[src/rtl/mdr_pkg.sv]
// Shared MDR definitions: result-unload state encoding and word-select codes.
package mdr_pkg;

    typedef enum logic [1:0] {
        IDLE     = 2'd0,
        SHOW_RES = 2'd1,
        SHOW_REM = 2'd2
    } unload_state_e;

    localparam logic SEL_RESULT    = 1'b0;
    localparam logic SEL_REMAINDER = 1'b1;

endpackage

[src/rtl/result_unload_if.sv]
// Bundle between the MDR core / host and the result unloader.
// master = core/host side, slave = unloader side.
interface result_unload_if #(parameter int WORD_LENGTH = 16);

    logic                   Done;
    logic [WORD_LENGTH-1:0] Result;
    logic [WORD_LENGTH-1:0] Remainder;
    logic                   Error;
    logic                   Next;
    logic [WORD_LENGTH-1:0] Data_out;
    logic                   Sel_out;
    logic                   Valid;
    logic                   Error_out;
    logic                   Ready;
    logic                   Overrun;

    modport master (
        output Done, Result, Remainder, Error, Next,
        input  Data_out, Sel_out, Valid, Error_out, Ready, Overrun
    );

    modport slave (
        input  Done, Result, Remainder, Error, Next,
        output Data_out, Sel_out, Valid, Error_out, Ready, Overrun
    );

endinterface

[src/rtl/Register.sv]
// Generic enabled register with asynchronous active-high clear.
module Register #(parameter int WIDTH = 16) (
    input  logic             clk,
    input  logic             reset,
    input  logic             en_i,
    input  logic [WIDTH-1:0] d_i,
    output logic [WIDTH-1:0] q_o
);

    always_ff @(posedge clk or posedge reset) begin
        if (reset)     q_o <= '0;
        else if (en_i) q_o <= d_i;
    end

endmodule

[src/rtl/rise_detect.sv]
// Rising-edge detector: one-cycle pulse on the first sampled-high cycle of a level.
module rise_detect (
    input  logic clk,
    input  logic reset,
    input  logic level_i,
    output logic rise_o
);

    logic level_q;

    always_ff @(posedge clk or posedge reset) begin
        if (reset) level_q <= 1'b0;
        else       level_q <= level_i;
    end

    assign rise_o = level_i & ~level_q;

endmodule

[src/rtl/result_unload.sv]
// Captures the MDR result bundle on Done and steps Result then Remainder out on Next edges.
// Optional sticky overrun flag is built only when UNLOAD_OVERRUN_EN is defined.
module result_unload
    import mdr_pkg::*;
#(
    parameter int WORD_LENGTH = 16
) (
    input  logic            clk,
    input  logic            reset,
    result_unload_if.slave  bus
);

    unload_state_e          state_q, state_d;
    logic                   next_edge;
    logic                   cap_en;
    logic [WORD_LENGTH-1:0] rem_q;

    logic [WORD_LENGTH-1:0] data_out_q, data_out_d;
    logic                   sel_q, sel_d;
    logic                   valid_q, valid_d;
    logic                   err_out_q, err_out_d;
    logic                   ready_q, ready_d;

    rise_detect u_rise (
        .clk     (clk),
        .reset   (reset),
        .level_i (bus.Next),
        .rise_o  (next_edge)
    );

    assign cap_en = bus.Done & (state_q == IDLE);

    // Result and Error are held by the Data_out/Error_out registers themselves
    // for the whole sequence; only Remainder needs a separate holding register.
    Register #(.WIDTH(WORD_LENGTH)) u_cap_rem (
        .clk   (clk),
        .reset (reset),
        .en_i  (cap_en),
        .d_i   (bus.Remainder),
        .q_o   (rem_q)
    );

    always_comb begin
        state_d    = state_q;
        data_out_d = data_out_q;
        sel_d      = sel_q;
        valid_d    = valid_q;
        err_out_d  = err_out_q;
        ready_d    = ready_q;
        case (state_q)
            IDLE: begin
                // Done wins over a simultaneous Next edge; the edge is simply dropped.
                if (bus.Done) begin
                    state_d    = SHOW_RES;
                    data_out_d = bus.Result;
                    sel_d      = SEL_RESULT;
                    valid_d    = 1'b1;
                    err_out_d  = bus.Error;
                    ready_d    = 1'b0;
                end
            end
            SHOW_RES: begin
                if (next_edge) begin
                    state_d    = SHOW_REM;
                    data_out_d = rem_q;
                    sel_d      = SEL_REMAINDER;
                end
            end
            SHOW_REM: begin
                if (next_edge) begin
                    state_d    = IDLE;
                    data_out_d = '0;
                    sel_d      = SEL_RESULT;
                    valid_d    = 1'b0;
                    err_out_d  = 1'b0;
                    ready_d    = 1'b1;
                end
            end
            default: begin
                state_d    = IDLE;
                data_out_d = '0;
                sel_d      = SEL_RESULT;
                valid_d    = 1'b0;
                err_out_d  = 1'b0;
                ready_d    = 1'b1;
            end
        endcase
    end

    always_ff @(posedge clk or posedge reset) begin
        if (reset) begin
            state_q    <= IDLE;
            data_out_q <= '0;
            sel_q      <= SEL_RESULT;
            valid_q    <= 1'b0;
            err_out_q  <= 1'b0;
            ready_q    <= 1'b1;
        end else begin
            state_q    <= state_d;
            data_out_q <= data_out_d;
            sel_q      <= sel_d;
            valid_q    <= valid_d;
            err_out_q  <= err_out_d;
            ready_q    <= ready_d;
        end
    end

    assign bus.Data_out  = data_out_q;
    assign bus.Sel_out   = sel_q;
    assign bus.Valid     = valid_q;
    assign bus.Error_out = err_out_q;
    assign bus.Ready     = ready_q;

`ifdef UNLOAD_OVERRUN_EN
    logic ovr_q, ovr_d;

    // Clearing on the return to IDLE takes priority over a Done in that same cycle.
    always_comb begin
        ovr_d = ovr_q;
        if (state_q == SHOW_REM && next_edge) ovr_d = 1'b0;
        else if (bus.Done && state_q != IDLE) ovr_d = 1'b1;
    end

    always_ff @(posedge clk or posedge reset) begin
        if (reset) ovr_q <= 1'b0;
        else       ovr_q <= ovr_d;
    end

    assign bus.Overrun = ovr_q;
`else
    assign bus.Overrun = 1'b0;
`endif

endmodule

[src/flat_wrapper.sv]
// flat-port wrapper written by rule: the top's interface ports become plain ports
module result_unload_flat import mdr_pkg::*;
#(
    parameter int WORD_LENGTH = 16
)
  (clk, reset, bus_Done, bus_Result, bus_Remainder, bus_Error, bus_Next, bus_Data_out, bus_Sel_out, bus_Valid, bus_Error_out, bus_Ready, bus_Overrun);
  result_unload_if #(.WORD_LENGTH(WORD_LENGTH)) bus_i ();
  input  logic clk;
  input  logic reset;
  input wire logic [$bits(bus_i.Done)-1:0] bus_Done;
  input wire logic [$bits(bus_i.Result)-1:0] bus_Result;
  input wire logic [$bits(bus_i.Remainder)-1:0] bus_Remainder;
  input wire logic [$bits(bus_i.Error)-1:0] bus_Error;
  input wire logic [$bits(bus_i.Next)-1:0] bus_Next;
  output wire logic [$bits(bus_i.Data_out)-1:0] bus_Data_out;
  output wire logic [$bits(bus_i.Sel_out)-1:0] bus_Sel_out;
  output wire logic [$bits(bus_i.Valid)-1:0] bus_Valid;
  output wire logic [$bits(bus_i.Error_out)-1:0] bus_Error_out;
  output wire logic [$bits(bus_i.Ready)-1:0] bus_Ready;
  output wire logic [$bits(bus_i.Overrun)-1:0] bus_Overrun;
  assign bus_i.Done = bus_Done;
  assign bus_i.Result = bus_Result;
  assign bus_i.Remainder = bus_Remainder;
  assign bus_i.Error = bus_Error;
  assign bus_i.Next = bus_Next;
  assign bus_Data_out = bus_i.Data_out;
  assign bus_Sel_out = bus_i.Sel_out;
  assign bus_Valid = bus_i.Valid;
  assign bus_Error_out = bus_i.Error_out;
  assign bus_Ready = bus_i.Ready;
  assign bus_Overrun = bus_i.Overrun;
  result_unload #(.WORD_LENGTH(WORD_LENGTH)) u_core (.clk(clk), .reset(reset), .bus(bus_i));
endmodule
[config.mk]
export PLATFORM = sky130hd
export DESIGN_NAME = result_unload_flat
export DESIGN_NICKNAME = d
export VERILOG_FILES = /design/src/rtl/mdr_pkg.sv /design/src/rtl/result_unload_if.sv /design/src/rtl/Register.sv /design/src/rtl/rise_detect.sv /design/src/rtl/result_unload.sv /design/src/flat_wrapper.sv
export SDC_FILE = /design/constraint.sdc
export NUM_CORES = 1
export LEC_CHECK = 0
export CAP_MARGIN = 20
export CORE_ASPECT_RATIO = 0.6
export CORE_UTILIZATION = 48
export CTS_CLUSTER_DIAMETER = 40
export DETAILED_ROUTE_END_ITERATION = 8
export PLACE_DENSITY = 0.85
export SYNTH_ARGS = -nofsm -noshare
export SYNTH_HDL_FRONTEND = slang
export SYNTH_SLANG_ARGS = --single-unit
[constraint.sdc]
create_clock -name clk -period 3.2 [get_ports clk]
set_input_delay 0.96 -clock clk [delete_from_list [all_inputs] [get_ports clk]]
set_output_delay 0.96 -clock clk [all_outputs]
set_load 0.01 [all_outputs]
==> results.json <==
{
  "max_cap_viol_count": 0,
  "grt_pass1_wl_mm": 6.10,
  "place.port_buffers": 56,
  "path_cells": "clkdlybuf4s50_1, or3b_1, nand3_1, o21ai_0",
  "slew_violations": 0,
  "grt-ovfl-total": 0,
  "cts.sinks": 38,
  "numCtsBuffers": 5,
  "die_area_sq_mm": 0.00371,
  "fmax_mhz": 407,
  "io-pin-count": 58,
  "hp-class": "flip-flop to flip-flop",
  "synthMostInstantiatedCell": "nand2_1",
  "dp.final_hpwl_mm": 2.63,
  "skew_ps": 5.36,
  "place.gp.congestion": 0.811,
  "synth_cell_types": 25,
  "avgRoutedWirePerCell_um": 13.9,
  "yosys-top-cells-area": "dfrtp_1, nand2_1, a22oi_1",
  "rr_endpoint": "u_core.bus.Data_out[14]$_DFFE_PP0P_",
  "cts_setup_buffers": 0,
  "ys_top_cells_by_count": "nand2_1, dfrtp_1, a22oi_1, nand3_1, o21ai_1",
  "drc": 0,
  "synth_top_cell_area_share": 0.557,
  "r2r_start": "u_core.state_q[1]$_DFFE_PP0P_",
  "p_leak_nw": 1.02,
  "synth_top_flop_cell": "dfrtp_1",
  "status": "finished clean",
  "critPathKind": "input port to flip-flop",
  "track_usage": 0.226,
  "cts_root_buf": "clkbuf_8",
  "synth_nets": 209,
  "setup_viol_count_final": 0,
  "slew_headroom": 0.310,
  "crit_path_top_delay_cell": "or3b_1",
  "avgSynthCellArea_sq_um": 9.67,
  "core_sq_mm": 0.00328,
  "fin_nets": 262,
  "yosysWarnings": 0,
  "rsz0062_at_grt": "no",
  "cp-start-kind": "input port",
  "fill_cells": 281,
  "r2r_slack_ps": 1300,
  "insertion_delay_ps": 280,
  "period_share": 0.769,
  "power.density_mw_per_mm2": 834,
  "final.min_clock_period_ps": 2460,
  "first_global_vias": 1195,
  "finalSetupTns_ps": 0,
  "synth_top_area_cell": "dfrtp_1",
  "hold_depth": 2,
  "die_width_um": 78.0,
  "report.final.hold_viol_count": 0,
  "endpoint_kind": "flip-flop",
  "ys_ff_latch": 38,
  "max_stage_delay_ps": 790,
  "vias": 1391,
  "postPlaceCellArea_sq_mm": 0.00221,
  "postCtsResizedCells": 0,
  "ys_seq_area_frac": 0.573,
  "synthArstFlopShare": 1.00,
  "antenna_found_initial": 0,
  "num_antenna_cells": 0,
  "start_util": 0.506,
  "htreeDepth": 2,
  "firstDrtPassIters": 4,
  "cts_tree": "built",
  "reg2regPathDepth": 3,
  "arrival_ps": 2620,
  "cts_hold_buf": 0,
  "crit_required_ps": 3360,
  "tightest_slew_ps": 1030,
  "fp-row-count": 16,
  "drt-initial-drc-count": 141,
  "synth_edf_count": 0,
  "cts.path.max_buffers": 2,
  "drt-total-wl_mm": 3.76,
  "syn_area_sq_mm": 0.00166,
  "areaGrowthSynthToFinish_pct": 38.0,
  "die_h_um": 47.6,
  "synth_cells": 172,
  "critPathMaxFanout": 32,
  "hold_slack_ps": 461,
  "drt.antenna.violating_nets": 0,
  "grt_max_degree": 39,
  "hp-start": "u_core.bus.Ready$_DFFE_PP1P_",
  "hold_end": "u_core.bus.Ready$_DFFE_PP1P_",
  "clkTransAtPathRegs_ps": 70,
  "final_cell_area_sq_mm": 0.00229,
  "drive_gt1_frac": 0.0531,
  "peakVddDrop_uv": 428,
  "vias_per_cell": 5.13
}
## through the flow
stage          total power (W)  worst slack (ps)  std cells  utilization
4_1_cts                0.00192               739        271        0.699
3_3_place_gp           0.00159               521        263        0.675
2_1_floorplan          0.00129              1380        172            -
3_5_place_dp           0.00161               439        263        0.675
6_report               0.00191               741        271        0.699
5_1_grt                0.00206               540        271        0.699
## how the worst max path moves through the flow
stage          startpoint                                  end  slack (ps)  cells past startpoint
3_5_place_dp     bus_Done  u_core.bus.Data_out[14]$_DFFE_PP0P_         440                      4
3_3_place_gp     bus_Done  u_core.bus.Data_out[15]$_DFFE_PP0P_         520                      4
6_report         bus_Done  u_core.bus.Data_out[14]$_DFFE_PP0P_         740                      4
4_1_cts          bus_Done  u_core.bus.Data_out[14]$_DFFE_PP0P_         740                      4
5_1_grt          bus_Done  u_core.bus.Data_out[15]$_DFFE_PP0P_         540                      4
2_1_floorplan       reset   u_core.bus.Data_out[0]$_DFFE_PP0P_        1380                      1
## logic make-up after synthesis
| kind of cell | synth area share |
|---|---|
| other cells | 0.00226 |
| flops | 0.573 |
| buf+inv | 0.0655 |
| simple gates | 0.211 |
| compound gates | 0.148 |
## per-layer routing
metal	vias up	global-route usage	wire length [um]
met1	641	0.345	1850
met5	-	0	0
met4	0	0.0519	13
li1	694	-	-
met2	54	0.326	1660
met3	2	0.0590	239
## state kept, by name (all words and copies together), names as in the netlist
signal and flops:
u_core.bus.Error_out 1, u_core.bus.Valid 1, u_core.u_cap_rem.q_o 16, u_core.bus.Ready 1, u_core.u_rise.level_q 1, u_core.state_q 2, u_core.bus.Data_out 16
## critical path: cells and delay by family
| family | cells | cell delay [ps] |
|---|---|---|
| AO/OA/AOI/OAI | 1 | 90 |
| buffers and inverters | 1 | 510 |
| AND/OR/NAND/NOR | 2 | 1050 |
## placed cells by master (no fill, tap or decap), types with 3 or more instances in the layout
cell,instances
clkdlybuf4s50_1,56
nand2_1,53
dfrtp_1,37
nand3_1,16
a22oi_1,16
o21ai_1,12
o21ai_0,6
clkbuf_8,5
buf_4,4
a21oi_1,3
clkbuf_1,3
## where the power goes
group / internal, W / total, W / switching, W
Combinational: 0.000387 / 0.000754 / 0.000367
Sequential: 0.000698 / 0.000854 / 0.000156
Clock: 0.000155 / 0.000306 / 0.000151
## final cells by class
| type | instances | area [sq um] | area share |
|---|---|---|---|
| clock buffer | 8 | 80.1 | 0.0349 |
| tap | 45 | 56.3 | 0.0245 |
| multi-input combinational | 118 | 608 | 0.265 |
| timing repair buffer | 60 | 591 | 0.257 |
| inverter | 2 | 7.51 | 0.00327 |
| sequential | 38 | 952 | 0.415 |
Power figures use the tool's default switching activity.
